`src/rtl/bus_arbiter3x1_if.sv`:
```
// Bus bundle between three masters, the arbiter and a single target port.
// Optional macro ARB_PERF_EN adds the per-master stall counter output.
// The master modport is the environment side (masters plus target model);
// the slave modport is the arbiter side.
interface bus_arbiter3x1_if #(
    parameter int AW = 32
);
    logic [3*AW-1:0] m_addr;
    logic [2:0]      m_read;
    logic [2:0]      m_write;
    logic [95:0]     m_wdata;
    logic [11:0]     m_wbe;
    logic [2:0]      m_hold;
    logic [95:0]     m_rdata;
    logic [AW-1:0]   t_addr;
    logic            t_read;
    logic            t_write;
    logic [31:0]     t_wdata;
    logic [3:0]      t_wbe;
    logic            t_hold;
    logic [31:0]     t_rdata;
`ifdef ARB_PERF_EN
    logic [47:0]     m_stall_cnt;
`endif

    modport master (
        output m_addr, m_read, m_write, m_wdata, m_wbe, t_hold, t_rdata,
`ifdef ARB_PERF_EN
        input  m_stall_cnt,
`endif
        input  m_hold, m_rdata, t_addr, t_read, t_write, t_wdata, t_wbe
    );

    modport slave (
        input  m_addr, m_read, m_write, m_wdata, m_wbe, t_hold, t_rdata,
`ifdef ARB_PERF_EN
        output m_stall_cnt,
`endif
        output m_hold, m_rdata, t_addr, t_read, t_write, t_wdata, t_wbe
    );
endinterface

```
`src/rtl/bus_arbiter3x1.sv`:
```
// Round-robin arbiter sharing one pipelined target between three masters.
// Grants are combinational, held while the target stalls, and read data is
// steered back through a tag pipeline RD_LATENCY (1..4) cycles deep.
// Optional macro ARB_PERF_EN adds saturating per-master stall counters.
module bus_arbiter3x1 #(
    parameter int RD_LATENCY = 1,
    parameter int AW         = 32
) (
    input logic            clk,
    input logic            rst,
    bus_arbiter3x1_if.slave bus
);

    logic [2:0] w_req;
    logic       w_anyReq;
    logic       w_lockValid;
    logic [1:0] w_cand0;
    logic [1:0] w_cand1;
    logic [1:0] w_cand2;
    logic [1:0] w_grant;
    logic       w_accept;
    logic       w_pushValid;
    logic [2:0] w_hold;

    logic [1:0] r_prio;
    logic       r_lock;
    logic [1:0] r_lockedId;
    logic       r_tagValid [RD_LATENCY];
    logic [1:0] r_tagId    [RD_LATENCY];

    function automatic logic [1:0] nextId(input logic [1:0] id);
        return (id == 2'd2) ? 2'd0 : id + 2'd1;
    endfunction

    function automatic logic bitOf(input logic [2:0] vec, input logic [1:0] id);
        case (id)
            2'd0:    return vec[0];
            2'd1:    return vec[1];
            default: return vec[2];
        endcase
    endfunction

    assign w_req       = bus.m_read | bus.m_write;
    assign w_anyReq    = |w_req;
    // A lock only counts while the locked master still requests; a dropped
    // request falls back to normal round-robin in the same cycle.
    assign w_lockValid = r_lock & bitOf(w_req, r_lockedId);
    assign w_cand0     = r_prio;
    assign w_cand1     = nextId(r_prio);
    assign w_cand2     = nextId(w_cand1);
    assign w_accept    = w_anyReq & ~bus.t_hold;
    assign w_pushValid = w_accept & bitOf(bus.m_read, w_grant);

    // Pick the granted master: locked owner first, else scan from the pointer
    always_comb begin
        if (w_lockValid)
            w_grant = r_lockedId;
        else if (bitOf(w_req, w_cand0))
            w_grant = w_cand0;
        else if (bitOf(w_req, w_cand1))
            w_grant = w_cand1;
        else if (bitOf(w_req, w_cand2))
            w_grant = w_cand2;
        else
            w_grant = r_prio;
    end

    // Route the granted master onto the target port, zeros when idle
    always_comb begin
        bus.t_addr  = '0;
        bus.t_read  = 1'b0;
        bus.t_write = 1'b0;
        bus.t_wdata = '0;
        bus.t_wbe   = '0;
        for (int i = 0; i < 3; i++) begin
            if (w_anyReq && (w_grant == 2'(i))) begin
                bus.t_addr  = bus.m_addr[i*AW +: AW];
                bus.t_read  = bus.m_read[i];
                bus.t_write = bus.m_write[i];
                bus.t_wdata = bus.m_wdata[i*32 +: 32];
                bus.t_wbe   = bus.m_wbe[i*4 +: 4];
            end
        end
    end

    // Granted master sees the target hold, losing requesters are always held
    always_comb begin
        w_hold = '0;
        for (int i = 0; i < 3; i++)
            w_hold[i] = w_req[i] & ((w_grant == 2'(i)) ? bus.t_hold : 1'b1);
    end

    assign bus.m_hold = w_hold;

    // Lock the grant across target stalls and rotate priority on acceptance
    always_ff @(posedge clk or negedge rst) begin
        if (!rst) begin
            r_prio     <= 2'd0;
            r_lock     <= 1'b0;
            r_lockedId <= 2'd0;
        end else begin
            if (w_anyReq && bus.t_hold) begin
                r_lock     <= 1'b1;
                r_lockedId <= w_grant;
            end else begin
                r_lock     <= 1'b0;
            end
            if (w_accept)
                r_prio <= nextId(w_grant);
        end
    end

    // Shift the read tag pipeline every cycle regardless of target hold
    always_ff @(posedge clk or negedge rst) begin
        if (!rst) begin
            for (int k = 0; k < RD_LATENCY; k++) begin
                r_tagValid[k] <= 1'b0;
                r_tagId[k]    <= 2'd0;
            end
        end else begin
            r_tagValid[0] <= w_pushValid;
            r_tagId[0]    <= w_grant;
            for (int k = 1; k < RD_LATENCY; k++) begin
                r_tagValid[k] <= r_tagValid[k-1];
                r_tagId[k]    <= r_tagId[k-1];
            end
        end
    end

    // Steer returning read data only to the master named by the oldest tag
    always_comb begin
        bus.m_rdata = '0;
        for (int i = 0; i < 3; i++) begin
            if (r_tagValid[RD_LATENCY-1] && (r_tagId[RD_LATENCY-1] == 2'(i)))
                bus.m_rdata[i*32 +: 32] = bus.t_rdata;
        end
    end

`ifdef ARB_PERF_EN
    logic [15:0] r_stallCnt [3];

    // Count cycles each master spends requesting while held, saturating
    always_ff @(posedge clk or negedge rst) begin
        if (!rst) begin
            for (int i = 0; i < 3; i++)
                r_stallCnt[i] <= 16'd0;
        end else begin
            for (int i = 0; i < 3; i++) begin
                if (w_req[i] && w_hold[i] && (r_stallCnt[i] != 16'hFFFF))
                    r_stallCnt[i] <= r_stallCnt[i] + 16'd1;
            end
        end
    end

    assign bus.m_stall_cnt = {r_stallCnt[2], r_stallCnt[1], r_stallCnt[0]};
`endif

endmodule
```
`src/flat_wrapper.sv`:
```
// flat-port wrapper written by rule: the top's interface ports become plain ports
module bus_arbiter3x1_flat 
#(
    parameter int RD_LATENCY = 1,
    parameter int AW         = 32
)
  (clk, rst, bus_m_addr, bus_m_read, bus_m_write, bus_m_wdata, bus_m_wbe, bus_t_hold, bus_t_rdata, bus_m_hold, bus_m_rdata, bus_t_addr, bus_t_read, bus_t_write, bus_t_wdata, bus_t_wbe);
  bus_arbiter3x1_if #(.AW(AW)) bus_i ();
  input logic clk;
  input logic rst;
  input wire logic [$bits(bus_i.m_addr)-1:0] bus_m_addr;
  input wire logic [$bits(bus_i.m_read)-1:0] bus_m_read;
  input wire logic [$bits(bus_i.m_write)-1:0] bus_m_write;
  input wire logic [$bits(bus_i.m_wdata)-1:0] bus_m_wdata;
  input wire logic [$bits(bus_i.m_wbe)-1:0] bus_m_wbe;
  input wire logic [$bits(bus_i.t_hold)-1:0] bus_t_hold;
  input wire logic [$bits(bus_i.t_rdata)-1:0] bus_t_rdata;
  output wire logic [$bits(bus_i.m_hold)-1:0] bus_m_hold;
  output wire logic [$bits(bus_i.m_rdata)-1:0] bus_m_rdata;
  output wire logic [$bits(bus_i.t_addr)-1:0] bus_t_addr;
  output wire logic [$bits(bus_i.t_read)-1:0] bus_t_read;
  output wire logic [$bits(bus_i.t_write)-1:0] bus_t_write;
  output wire logic [$bits(bus_i.t_wdata)-1:0] bus_t_wdata;
  output wire logic [$bits(bus_i.t_wbe)-1:0] bus_t_wbe;
  assign bus_i.m_addr = bus_m_addr;
  assign bus_i.m_read = bus_m_read;
  assign bus_i.m_write = bus_m_write;
  assign bus_i.m_wdata = bus_m_wdata;
  assign bus_i.m_wbe = bus_m_wbe;
  assign bus_i.t_hold = bus_t_hold;
  assign bus_i.t_rdata = bus_t_rdata;
  assign bus_m_hold = bus_i.m_hold;
  assign bus_m_rdata = bus_i.m_rdata;
  assign bus_t_addr = bus_i.t_addr;
  assign bus_t_read = bus_i.t_read;
  assign bus_t_write = bus_i.t_write;
  assign bus_t_wdata = bus_i.t_wdata;
  assign bus_t_wbe = bus_i.t_wbe;
  bus_arbiter3x1 #(.RD_LATENCY(RD_LATENCY), .AW(AW)) u_core (.clk(clk), .rst(rst), .bus(bus_i));
endmodule
```
`config.mk`:
```
export PLATFORM = sky130hd
export DESIGN_NAME = bus_arbiter3x1_flat
export DESIGN_NICKNAME = d
export VERILOG_FILES = /design/src/rtl/bus_arbiter3x1_if.sv /design/src/rtl/bus_arbiter3x1.sv /design/src/flat_wrapper.sv
export SDC_FILE = /design/constraint.sdc
export NUM_CORES = 1
export LEC_CHECK = 0
export ABC_AREA = 1
export BUFFER_PORTS_ARGS = -buffer_cell sky130_fd_sc_hd__buf_2
export CAP_MARGIN = 20
export CORE_AREA = 10 10 152 154
export DETAILED_ROUTE_END_ITERATION = 6
export DIE_AREA = 0 0 162 164
export SLEW_MARGIN = 30
export SYNTH_ARGS = -nofsm -noshare
export SYNTH_HDL_FRONTEND = slang
export SYNTH_SLANG_ARGS = --single-unit
```
`constraint.sdc`:
```
create_clock -name clk -period 1.7 [get_ports clk]
set_clock_uncertainty 0.05 [all_clocks]
set_input_delay 0.17 -clock clk [delete_from_list [all_inputs] [get_ports clk]]
set_output_delay 0.17 -clock clk [all_outputs]
set_load 0.02 [all_outputs]
```
Yosys cells after proc, flatten, opt, wreduce, memory -nomap -nowiden
Cells that the tools add are included.

ROM bits: 0. Bits in latches: 0. Register bits: 8. Input port bits: 245. Bits in writable memories: 0. Memories: 0.

$add $sub $neg: 3. Muxes and demuxes: 40. Div/mod/pow operators: 0. Shift operators: 0. Equality and inequality tests: 10. $lt $le $gt $ge: 0. Bitwise gates (word level): 8. Reductions and logical operators: 14. Multiply operators: 0.

Operators by type and width (count): 2-to-1 mux 32 bit (9); 2-to-1 mux 1 bit (16); 2-to-1 mux 2 bit (7); equality test 2 x 1 -> 1 bit (second input constant) (6); logical NOT 2 bit (6); 2-to-1 mux 4 bit (3); case mux 1 bit (2 select lines) (5); equality test 2 bit (second input constant) (4); logical AND 1 bit (7); adder 2 x 1 -> 2 bit (second input constant) (3); bitwise AND 1 bit (6); OR 3 bit (1); OR reduction 3 bit (1); NOT 1 bit (1).

Longest topological paths before layout
Gate-level depths: netlist of run 1.

Depth after elaboration: 18. Mapped depth: 15. Depth with buffers taken out: 13.

Worst setup path after synthesis of run 1
No wires, ideal clock.

Path type: flip-flop to output port. Start: register u_core.r_prio[1]. End: output bus_t_wbe[0]. Required time: 1480 ps. Setup slack: -222 ps. Path buffers: 2. Data arrival time: 1702 ps. Cell stages (with the launch flop): 16. Cell sequence: dfrtp_1 inv_1 nand2_1 nor2_1 nor2_1 nand3_1 nand2_1 nand2_1 nand2_4 inv_2 nand2_2 nor2_4 buf_6 buf_6 nand2_1 nand3_1.

Word-level cells in the longest chain between the ends: 18. Elaborated cells on any way between the ends: 34. Those cells by class: add/sub (2); eq/ne (7); mux (18); reduce/logical (7).

RTL lines: start, declared (RTL line bus_arbiter3x1.sv:25) `logic [1:0] r_prio;`; start signal, assigned (RTL line bus_arbiter3x1.sv:109) `r_prio <= nextId(w_grant);`; adder 2 x 1 -> 2 bit / equality test 2 bit (equally long branches) (RTL line bus_arbiter3x1.sv:32) `return (id == 2'd2) ? 2'd0 : id + 2'd1;`; 2-to-1 mux 2 bit (RTL line bus_arbiter3x1.sv:32); adder 2 x 1 -> 2 bit / equality test 2 bit (equally long branches) (RTL line bus_arbiter3x1.sv:32); 2-to-1 mux 2 bit (RTL line bus_arbiter3x1.sv:32); equality test 2 x 1 -> 1 bit / logical NOT 2 bit (equally long branches) (RTL line bus_arbiter3x1.sv:36) `case (id)`; case mux 1 bit (2 select lines) (RTL line bus_arbiter3x1.sv:36); 2-to-1 mux 1 bit (RTL line bus_arbiter3x1.sv:60) `else if (bitOf(w_req, w_cand1))`; 2-to-1 mux 1 bit (RTL line bus_arbiter3x1.sv:58) `else if (bitOf(w_req, w_cand0))`; [2 not listed]; 2-to-1 mux 2 bit (RTL line bus_arbiter3x1.sv:60); 2-to-1 mux 2 bit * (RTL line bus_arbiter3x1.sv:58); 2-to-1 mux 2 bit * (RTL line bus_arbiter3x1.sv:56) `if (w_lockValid)`; via u_core.w_grant[1] (RTL line bus_arbiter3x1.sv:20) `logic [1:0] w_grant;`; logical NOT 2 bit (RTL line bus_arbiter3x1.sv:76) `if (w_anyReq && (w_grant == 2'(i))) begin`; logical AND 1 bit (RTL line bus_arbiter3x1.sv:76); 2-to-1 mux 4 bit (2 in series) (RTL line bus_arbiter3x1.sv:76); 2-to-1 mux 4 bit * (RTL line bus_arbiter3x1.sv:76); end, declared (RTL line flat_wrapper.sv:24) `output wire logic [$bits(bus_i.t_wbe)-1:0] bus_t_wbe;`.

Mark *: on every way through the listed nets, which the timed path passes. The rest lies on a longest branch. The select of a mux whose other input is x is not followed.

Worst setup path in the final report of run 1
Start: register u_core.r_prio[0]. End: output bus_t_wbe[1].

The elaborated chain is that of the path after synthesis.

==> impl_metrics.py, run 1 <==
metrics = {
    "clock_network": {
        "cts_buffers": 3,
        "clk_pin_slew_worst_paths_ns": 0.04,
        "insertion_delay_ns": 0.23,
        "clock_sinks": 8,
        "cts_buffer_depth": 2,
        "cts_tree": "built",
        "cts_htree_levels": 1,
        "root_buffer": "clkbuf_16",
    },
    "placement": {
        "port_buffers": 413,
        "dpl.hpwl_um": 18390,
        "gp_congestion": 0.8841,
        "placed_cell_area_sq_um": 5644,
        "post-place-cells": 1242,
    },
    "sta": {
        "setup_ws_ns": -0.7961,
        "setup_tns_ns": -54.49,
        "slew_headroom_pct": 76.58,
        "rsz0062_at_grt": "true",
        "period_needed_ns": 2.496,
        "finalMaxSlewViolations": 0,
        "fin_crit_sh_pct": 146.8,
        "finalSetupViolCount": 77,
        "fmax_mhz": 400.6,
        "hold_viol": 0,
        "worstMarginPinSlew_ns": 0.3514,
    },
    "synth": {
        "syn_inst": 549,
        "synthArstFlopShare_pct": 100.0,
        "syn_area_sq_um": 2525,
        "synth_most_common_cell": "nand2_1",
        "yosys-top-cells-area": "nand3_1 (29%), nand2_1 (25%), nor2_1 (16%)",
        "yosys-top-cells-count": "nand2_1 (171), nand3_1 (148), nor2_1 (108)",
        "netlist.area_leader.share_pct": 29.34,
        "synth-warning-count": 0,
        "synth-edff-count": 0,
        "yosysTopAreaCell": "nand3_1",
        "synth.yosys.seq_area_share_pct": 7.929,
        "synth-main-ff-cell": "dfrtp_1",
        "avgSynthCellArea_sq_um": 4.599,
        "ys_seq_elements": 8,
        "synth_cell_types": 18,
        "syn-num-nets": 794,
    },
    "floorplanning": {
        "coreArea_sq_um": 20040,
        "io_pins": 414,
        "fp-row-count": 52,
        "fp.dieArea_sq_um": 26570,
        "die_w_um": 162,
        "initial_core_util_pct": 12.60,
        "die_h_um": 164,
    },
    "power_and_ir_drop": {
        "p_per_area_nw_per_um2": 2466,
        "p_leak_nw": 4.214,
        "power_mw": 17.16,
        "ir_drop_uv": 1076,
    },
    "detailed_routing": {
        "drt_pass1_iterations": 5,
        "vias_per_cell": 4.229,
        "drc": 0,
        "wl_per_cell_um": 18.00,
        "drt_first_iter_violations": 301,
        "num_vias": 5358,
        "wl_um": 22810,
        "ant_nets": 0,
    },
    "critical_path": {
        "cp-start-kind": "flip-flop",
        "cp_max_fo": 12,
        "cp.required_ns": 1.48,
        "rr_startpoint": "u_core.r_prio[1]",
        "worst_setup_path_end_kind": "primary output",
        "rrSetupSlack_ns": -0.19,
        "worstPathCellList": "buf_6 -> buf_6 -> o21ai_2 -> nand3_1 -> nand2_1 -> nand2_2 -> nand2_4 -> inv_4 -> nand2_4 -> nor2_4 -> buf_12 -> buf_6 -> buf_12 -> nand2_1 -> nand3_2 -> buf_6",
        "cp_slowest_stage_delay_ns": 0.44,
        "crit_arrival_ns": 2.28,
        "crit_slowest_cell": "dfrtp_2",
        "worstSetupPathType": "flip-flop to primary output",
        "cp_common_cell": "buf_6",
        "r2r_end": "u_core.r_tagValid",
        "reg2reg_depth": 15,
    },
    "worst_hold_path": {
        "whs_endpoint": "u_core.r_lockedId[0]",
        "hp-start": "bus_t_hold",
        "hold_path.class": "primary input to flip-flop",
        "holdPathStages": 3,
    },
    "global_routing": {
        "antenna_found_initial": 1,
        "grt_pass1_vias": 5506,
        "grt_max_degree": 53,
        "grt.total_usage_pct": 14.60,
        "grt_remaining_overflow": 0,
        "grt_first_pass_wirelength_um": 31130,
    },
    "final_layout": {
        "stdcell_count": 1267,
        "postLayoutCoreUtil_pct": 34.71,
        "final_area_sq_um": 6955,
        "diodes": 0,
        "drive_above_1_share_pct": 66.40,
        "area_growth_pct": 175.5,
        "finalNetCount": 1244,
    },
    "flow_run": {
        "maxCapViolCount": 0,
    },
    "run_status": {
        "run_status": "complete, but fails checks",
        "violations": "setup timing",
    },
}
where the power goes:
| group | internal [mW] | total (mW) | switching [mW] | leakage [nW] |
|---|---|---|---|---|
| registers | 0.275 | 0.372 | 0.0970 | 0.0971 |
| clock network | 0.303 | 0.397 | 0.0937 | 0.0370 |
| logic | 7.48 | 16.4 | 8.91 | 4.08 |
cell usage in the layout (no fill, tap or decap), drive strengths merged:
cell,instances
inv,55
dlygate4sd3,1
clkbuf,6
nand3,149
buf,478
dfrtp,8
nand2,175
o21ai,8
a21oi,3
a21boi,1
nor2,112
nor3,1
kinds of logic (layout without fill, tap and decap cells):
family,after synthesis,in the layout,synth area share [%]
buf+inv,92,540,15.21
simple gates,437,437,74.38
compound gates,12,12,2.478
flops,8,8,7.929
final cells by class:
type / instances / area (sq um)
Fill cell: 2127 / 13080
Timing Repair Buffer: 482 / 3348
Multi-Input combinational cell: 449 / 2783
Tap cell: 270 / 337.8
Inverter: 55 / 209.0
Sequential cell: 8 / 202.7
Clock buffer: 3 / 75.07
state kept, by name, indices dropped and copies added, names as in the netlist:
name,count
u_core.r_lock,1
u_core.r_lockedId,2
u_core.r_prio,2
u_core.r_tagId,2
u_core.r_tagValid,1
how the worst max path moves through the flow:
| stage | from | endpoint | depth (start not counted) |
|---|---|---|---|
| 4_1_cts | u_core.r_prio[0] | bus_t_addr[15] | 15 |
| 3_5_place_dp | u_core.r_prio[1] | bus_t_wdata[4] | 13 |
| 2_1_floorplan | u_core.r_prio[0] | bus_t_wbe[0] | 15 |
| 5_1_grt | u_core.r_prio[0] | bus_t_wbe[1] | 16 |
| 6_report | u_core.r_prio[0] | bus_t_wbe[1] | 16 |
| 3_3_place_gp | u_core.r_prio[1] | bus_t_wdata[4] | 13 |
critical path, delay by kind of cell (launching register included):
| kind | cells | cell delay [ns] |
|---|---|---|
| buffers and inverters | 7 | 0.83 |
| and+or+nand+nor | 8 | 0.66 |
| AOI/OAI and AO/OA | 1 | 0.11 |
| DFF | 1 | 0.44 |
repair_timing:
| action | 4_1_cts | 5_1_grt |
|---|---|---|
| gates resized for setup | 167 | 100 |
| endpoints found under the hold margin | 8 | 0 |
| hold buffers | 1 | 0 |
| pin swaps | 18 | 20 |
| cloned | 4 | 4 |
| setup buffers | 8 | 6 |
| endpoints found under the setup margin | 75 | 107 |
metal layers:
layer | vias to the layer above | track usage [%] | wire [um]
met5 | - | 0 | 13
met4 | 2 | 2.151 | 380
met3 | 22 | 4.706 | 2031
met2 | 295 | 27.72 | 11960
met1 | 2409 | 15.66 | 8423
li1 | 2630 | - | -
metrics by stage:
stage,setup slack [ns],hold WS [ns]
3_3_place_gp,-0.5477,-0.02450
2_1_floorplan,-0.1793,-0.1756
4_1_cts,-0.7443,0.2470
3_5_place_dp,-0.5725,-0.02515
5_1_grt,-0.9309,0.2949
6_report,-0.7961,0.2678
(Power assumes the default switching activity.)
==> inputs of run 2 (changes only) <==
Settings changed: SETUP_SLACK_MARGIN from default to 0.3.
==> run 2 against run 1 <==
The flow still finishes with violations (setup timing). Via count grew 9.4%. Critical path type unchanged. Largest cell class unchanged. Sequential cell count is the same. Cell area grew 36%.
==> impl_metrics.py, run 2 (synthesis gave the netlist of run 1 again) <==
metrics = {
    "final_layout": {
        "fillers": 1849,
        "most-common-layout-cells": "buf_2 (244), buf_6 (189), nor2_4 (99)",
        "drive_above_1_share_pct": 81.02,
        "final_area_sq_um": 9449,
        "postLayoutCoreUtil_pct": 47.15,
        "biggestRegsByFlops": "u_core.r_lockedId x2, u_core.r_prio x2, u_core.r_tagId x2",
        "multi_input_area_sq_um": 3790,
        "seq_area_sq_um": 203.9,
        "finalNetCount": 1290,
        "diodes": 0,
        "final_common_cell": "buf_2",
        "area_growth_pct": 274.2,
    },
    "critical_path": {
        "reg2reg_depth": 15,
        "rr_startpoint": "u_core.r_prio[1]",
        "cpLargestDelayFamily": "simple AND/OR/NAND/NOR gates",
        "r2r_end": "u_core.r_prio[1]",
        "cp_max_fo": 8,
        "crit_start": "u_core.r_prio[1]",
        "crit_arrival_ns": 2.27,
        "cp_slowest_stage_delay_ns": 0.47,
        "crit_slowest_cell": "dfrtp_2",
        "rrSetupSlack_ns": -0.31,
        "critical_path_buf_inv_count": 4,
        "worstPathCellList": "nor2_4 -> nand2_2 -> nand3_2 -> nor2_2 -> nand2_1 -> nand2_2 -> nand2_4 -> nand2_4 -> nor2_4 -> buf_12 -> buf_12 -> clkbuf_16 -> nand2_2 -> nand3_2 -> buf_6",
        "cp_common_cell": "nand2_2",
        "worstSetupPathType": "flip-flop to primary output",
        "worst_setup_path_end_kind": "primary output",
        "cp.required_ns": 1.48,
        "crit_cells": 15,
        "cp-start-kind": "flip-flop",
    },
    "sta": {
        "finalMaxSlewViolations": 0,
        "worstMarginPinSlew_ns": 0.3932,
        "fin_crit_sh_pct": 146.8,
        "fmax_mhz": 400.8,
        "finalSetupViolCount": 75,
        "rsz0062_at_grt": "true",
        "period_needed_ns": 2.495,
        "slew_headroom_pct": 73.76,
        "hold_viol": 0,
        "setup_ws_ns": -0.7950,
        "hold_slack_ns": 0.2249,
        "setup_tns_ns": -53.56,
    },
    "global_routing": {
        "antenna_found_initial": 1,
        "grt_first_pass_wirelength_um": 34520,
        "grt_max_degree": 33,
        "grt.total_usage_pct": 16.40,
        "grt_pass1_vias": 5949,
        "grt_remaining_overflow": 0,
    },
    "floorplanning": {
        "die_w_um": 162,
        "io_pins": 414,
        "initial_core_util_pct": 12.60,
        "die_h_um": 164,
        "fp-row-count": 52,
        "fp.dieArea_sq_um": 26570,
        "coreArea_sq_um": 20040,
    },
    "power_and_ir_drop": {
        "seqPwrFrac_pct": 1.8,
        "switchingPower_mw": 10.58,
        "power_mw": 21.04,
        "p_comb_share_pct": 96.3,
        "p_sw_share_pct": 50.28,
        "ir_drop_uv": 1309,
        "intPower_mw": 10.46,
        "p_leak_nw": 4.929,
        "p_per_area_nw_per_um2": 2226,
        "p_clk_share_pct": 1.9,
    },
    "worst_hold_path": {
        "holdPathStages": 3,
        "whs_endpoint": "u_core.r_lockedId[0]",
        "hold_path.class": "primary input to flip-flop",
        "hp-start": "bus_t_hold",
    },
    "clock_network": {
        "clk_pin_slew_worst_paths_ns": 0.04,
        "cts_buffers": 3,
        "cts_htree_levels": 1,
        "cts_tree": "built",
        "cts_buffer_depth": 2,
        "clock_sinks": 8,
        "insertion_delay_ns": 0.23,
        "root_buffer": "clkbuf_16",
    },
    "detailed_routing": {
        "drt_pass1_iterations": 5,
        "wl_per_cell_um": 20.82,
        "drt_first_iter_violations": 284,
        "wl_um": 27340,
        "num_vias": 5863,
        "ant_nets": 0,
        "drc": 0,
        "vias_per_cell": 4.465,
    },
    "placement": {
        "port_buffers": 413,
        "gp_congestion": 0.9365,
        "dpl.hpwl_um": 18830,
        "placed_cell_area_sq_um": 5733,
    },
    "flow_run": {
        "maxCapViolCount": 0,
    },
    "run_status": {
        "violations": "setup timing",
        "run_status": "complete, but fails checks",
    },
}
==> run 2: per-layer routing <==
layer	vias up	share of wire [%]	global-route usage, %
met4	0	3.0	5.252
met1	2730	36	17.25
met3	50	8.6	5.081
met5	-	0	0
li1	2739	-	-
met2	344	52	30.46
==> run 2: worst reg2reg max path: stages (launching register included) <==
cell	delay, ns
dfrtp_2	0.47
nor2_4	0.17
nand2_1	0.06
nand2_1	0.07
nor2_1	0.05
nand2_1	0.07
nand2_2	0.06
nand2_2	0.08
nand2_4	0.09
nor2_4	0.16
buf_4	0.14
buf_6	0.12
buf_16	0.13
buf_6	0.11
nand2_1	0.04
o21ai_1	0.06
==> run 2: how the worst max path moves through the flow <==
stage | end | slack (ns)
6_report | bus_t_wdata[21] | -0.79
5_1_grt | bus_t_wdata[21] | -0.92
4_1_cts | bus_t_addr[21] | -0.74
3_5_place_dp | bus_t_wdata[3] | -0.54
3_3_place_gp | bus_t_wdata[3] | -0.55
2_1_floorplan | bus_t_wbe[0] | -0.17
==> run 2: power groups by stage <==
stage | registers (mW) | clock network (mW) | logic (mW)
floorplan | 0.330 | 0 | 7.42
global route | 0.404 | 0.411 | 21.2
detailed placement | 0.341 | 0 | 11.9
finish | 0.388 | 0.395 | 20.3
CTS | 0.364 | 0.405 | 16.6
global placement | 0.337 | 0 | 11.9
==> run 2: cell type report <==
| type | count | area share, % |
|---|---|---|
| well taps | 270 | 3.575 |
| clock buffers | 3 | 0.7945 |
| inverters | 55 | 2.317 |
| repair buffers | 527 | 50.99 |
| multi-input cells | 449 | 40.11 |
| flip-flops and latches | 8 | 2.158 |
| repair inverters | 1 | 0.05297 |
==> run 2: through the flow <==
step	setup slack (ns)	cells
floorplan	-0.1711	549
global placement	-0.5514	1252
detailed placement	-0.5360	1252
CTS	-0.7426	1285
global route	-0.9162	1313
finish	-0.7950	1313
==> run 2: what timing repair did <==
action | CTS | global route
setup buffers | 14 | 17
gates resized for setup | 292 | 475
hold endpoints to repair | 8 | 0
gates cloned | 15 | 11
pin swaps | 17 | 38
endpoints found under the setup margin | 176 | 177
hold buffers | 1 | 0
==> inputs of run 3 (changes only) <==
Settings changed: BUFFER_PORTS_ARGS -buffer_cell sky130_fd_sc_hd__buf_2 to -buffer_cell sky130_fd_sc_hd__buf_4.
==> run 3 against run 2 <==
The run still ends with setup timing left. Die area did not move. Count of clock-buffer cells in the layout did not move. Register-to-register slack improved by 0.18 ns. Clock power rose by 3%. Wire length fell by 1.3%. Critical endpoint is now bus_t_addr[31]. Largest power group unchanged. Highest routed layer unchanged.
==> impl_metrics.py, run 3 (synthesis gave the netlist of run 1 again) <==
metrics = {
    "run_status": {
        "run_status": "complete, but fails checks",
        "violations": "setup timing",
    },
    "floorplanning": {
        "die_h_um": 164,
        "fp.dieArea_sq_um": 26570,
        "fp-row-count": 52,
        "die_w_um": 162,
        "io_pins": 414,
        "initial_core_util_pct": 12.60,
        "coreArea_sq_um": 20040,
    },
    "placement": {
        "dpl.hpwl_um": 19280,
        "port_buffers": 413,
        "gp_congestion": 0.8944,
    },
    "final_layout": {
        "diodes": 0,
        "final_common_cell": "buf_4",
        "seq_area_sq_um": 203.9,
        "finalNetCount": 1268,
        "area_growth_pct": 273.9,
        "drive_above_1_share_pct": 75.32,
        "multi_input_area_sq_um": 3477,
        "most-common-layout-cells": "buf_4 (280), buf_6 (182), nand2_1 (114)",
        "biggestRegsByFlops": "u_core.r_lockedId x2, u_core.r_prio x2, u_core.r_tagId x2",
        "fillers": 1867,
    },
    "critical_path": {
        "crit_slowest_cell": "dfrtp_2",
        "critical_path_buf_inv_count": 4,
        "cp.required_ns": 1.48,
        "crit_arrival_ns": 2.25,
        "worstPathCellList": "buf_6 -> nand2_2 -> nor2_4 -> nor2_1 -> nand3_1 -> nand2_1 -> nand2_2 -> nand2_4 -> nand2_4 -> nor2_4 -> buf_12 -> buf_4 -> nand2_1 -> nand3_2 -> buf_6",
        "cp-start-kind": "flip-flop",
        "worst_setup_path_end_kind": "primary output",
        "cpLargestDelayFamily": "simple AND/OR/NAND/NOR gates",
        "cp_max_fo": 6,
        "cp_slowest_stage_delay_ns": 0.43,
        "worstSetupPathType": "flip-flop to primary output",
    },
    "clock_network": {
        "insertion_delay_ns": 0.24,
        "cts_buffer_depth": 2,
        "cts_buffers": 3,
        "clk_pin_slew_worst_paths_ns": 0.04,
        "clock_sinks": 8,
        "root_buffer": "clkbuf_16",
        "cts_tree": "built",
        "cts_htree_levels": 1,
    },
    "power_and_ir_drop": {
        "p_leak_nw": 4.860,
        "p_per_area_nw_per_um2": 2089,
        "power_mw": 19.72,
        "ir_drop_uv": 1100,
    },
    "global_routing": {
        "grt_remaining_overflow": 0,
        "antenna_found_initial": 0,
        "grt_pass1_vias": 5929,
        "grt_max_degree": 28,
        "grt.total_usage_pct": 16.58,
        "grt_first_pass_wirelength_um": 34840,
    },
    "detailed_routing": {
        "wl_um": 26980,
        "ant_nets": 0,
        "drt_first_iter_violations": 254,
        "wl_per_cell_um": 20.90,
        "drt_pass1_iterations": 4,
        "num_vias": 5687,
        "drc": 0,
        "vias_per_cell": 4.405,
    },
    "flow_run": {
        "maxCapViolCount": 0,
    },
    "sta": {
        "worstMarginPinSlew_ns": 0.3768,
        "fmax_mhz": 405.0,
        "finalSetupViolCount": 75,
        "setup_ws_ns": -0.7690,
        "hold_viol": 0,
        "period_needed_ns": 2.469,
        "setup_tns_ns": -52.57,
        "slew_headroom_pct": 74.85,
        "fin_crit_sh_pct": 145.2,
        "rsz0062_at_grt": "true",
        "finalMaxSlewViolations": 0,
    },
    "worst_hold_path": {
        "hold_path.class": "primary input to flip-flop",
    },
}
==> run 3: power by group <==
group / internal [mW] / switching, mW / total, mW
Sequential: 0.278 / 0.107 / 0.384
Clock: 0.304 / 0.101 / 0.405
Combinational: 9.13 / 9.79 / 18.9
==> run 3: worst reg2reg max path, stage by stage (launching register included) <==
cell     delay [ns]
dfrtp_2        0.43
buf_6          0.13
nand2_2        0.07
nor2_4         0.04
nor2_1         0.08
nand3_1        0.07
nand2_1        0.08
nand2_2        0.07
nand2_4        0.12
inv_4          0.05
buf_4          0.12
buf_4          0.13
nand3_2        0.09
nand3_1        0.07
nand2_1        0.06
inv_1          0.04
==> run 3: through the flow <==
step	util [%]	area (sq um)	std cells	setup WS [ns]	hold WS (ns)
after floorplan	-	3057	549	-0.1711	-0.1756
after detailed placement	33.67	6746	1241	-0.4998	-0.05526
after CTS	39.46	7908	1268	-0.7203	0.2254
after global routing	47.11	9440	1291	-0.8938	0.2964
final	47.11	9440	1291	-0.7690	0.2582
after global placement	33.67	6746	1241	-0.4843	-0.05526
==> run 3: layer usage <==
metal	vias to the layer above	global-route usage, %	share of wire [%]
li1	2686	-	-
met1	2669	16.91	37
met2	307	31.47	52
met3	25	5.857	9.4
met4	0	4.094	1.6
met5	-	0	0
==> run 3: cell type report <==
| type | count | share of cell area [%] |
|---|---|---|
| tap | 270 | 3.579 |
| timing repair buffer | 506 | 54.39 |
| multi-input combinational | 449 | 36.83 |
| inverter | 55 | 2.240 |
| clock buffer | 3 | 0.7952 |
| sequential | 8 | 2.160 |
==> run 3: worst paths after layout <==
check	start	to	slack, ns	cells past startpoint
min	bus_t_hold	u_core.r_lock	0.26	3
max in group asynchronous	rst	u_core.r_tagValid	1.18	2
min in group asynchronous	rst	u_core.r_lock	0.28	2
max	u_core.r_prio[0]	bus_t_addr[31]	-0.77	15
max reg2reg	u_core.r_prio[0]	u_core.r_tagValid	-0.13	15
min reg2reg	u_core.r_lockedId[1]	u_core.r_lockedId[1]	0.54	2
==> run 3: what timing repair did <==
item / in CTS / in global routing
cloned: 10 / 14
hold buffers: 1 / 0
resized for setup: 195 / 309
pin swaps: 18 / 50
buffers inserted: 13 / 9
hold endpoints to repair: 8 / 0
setup endpoints to repair: 175 / 177
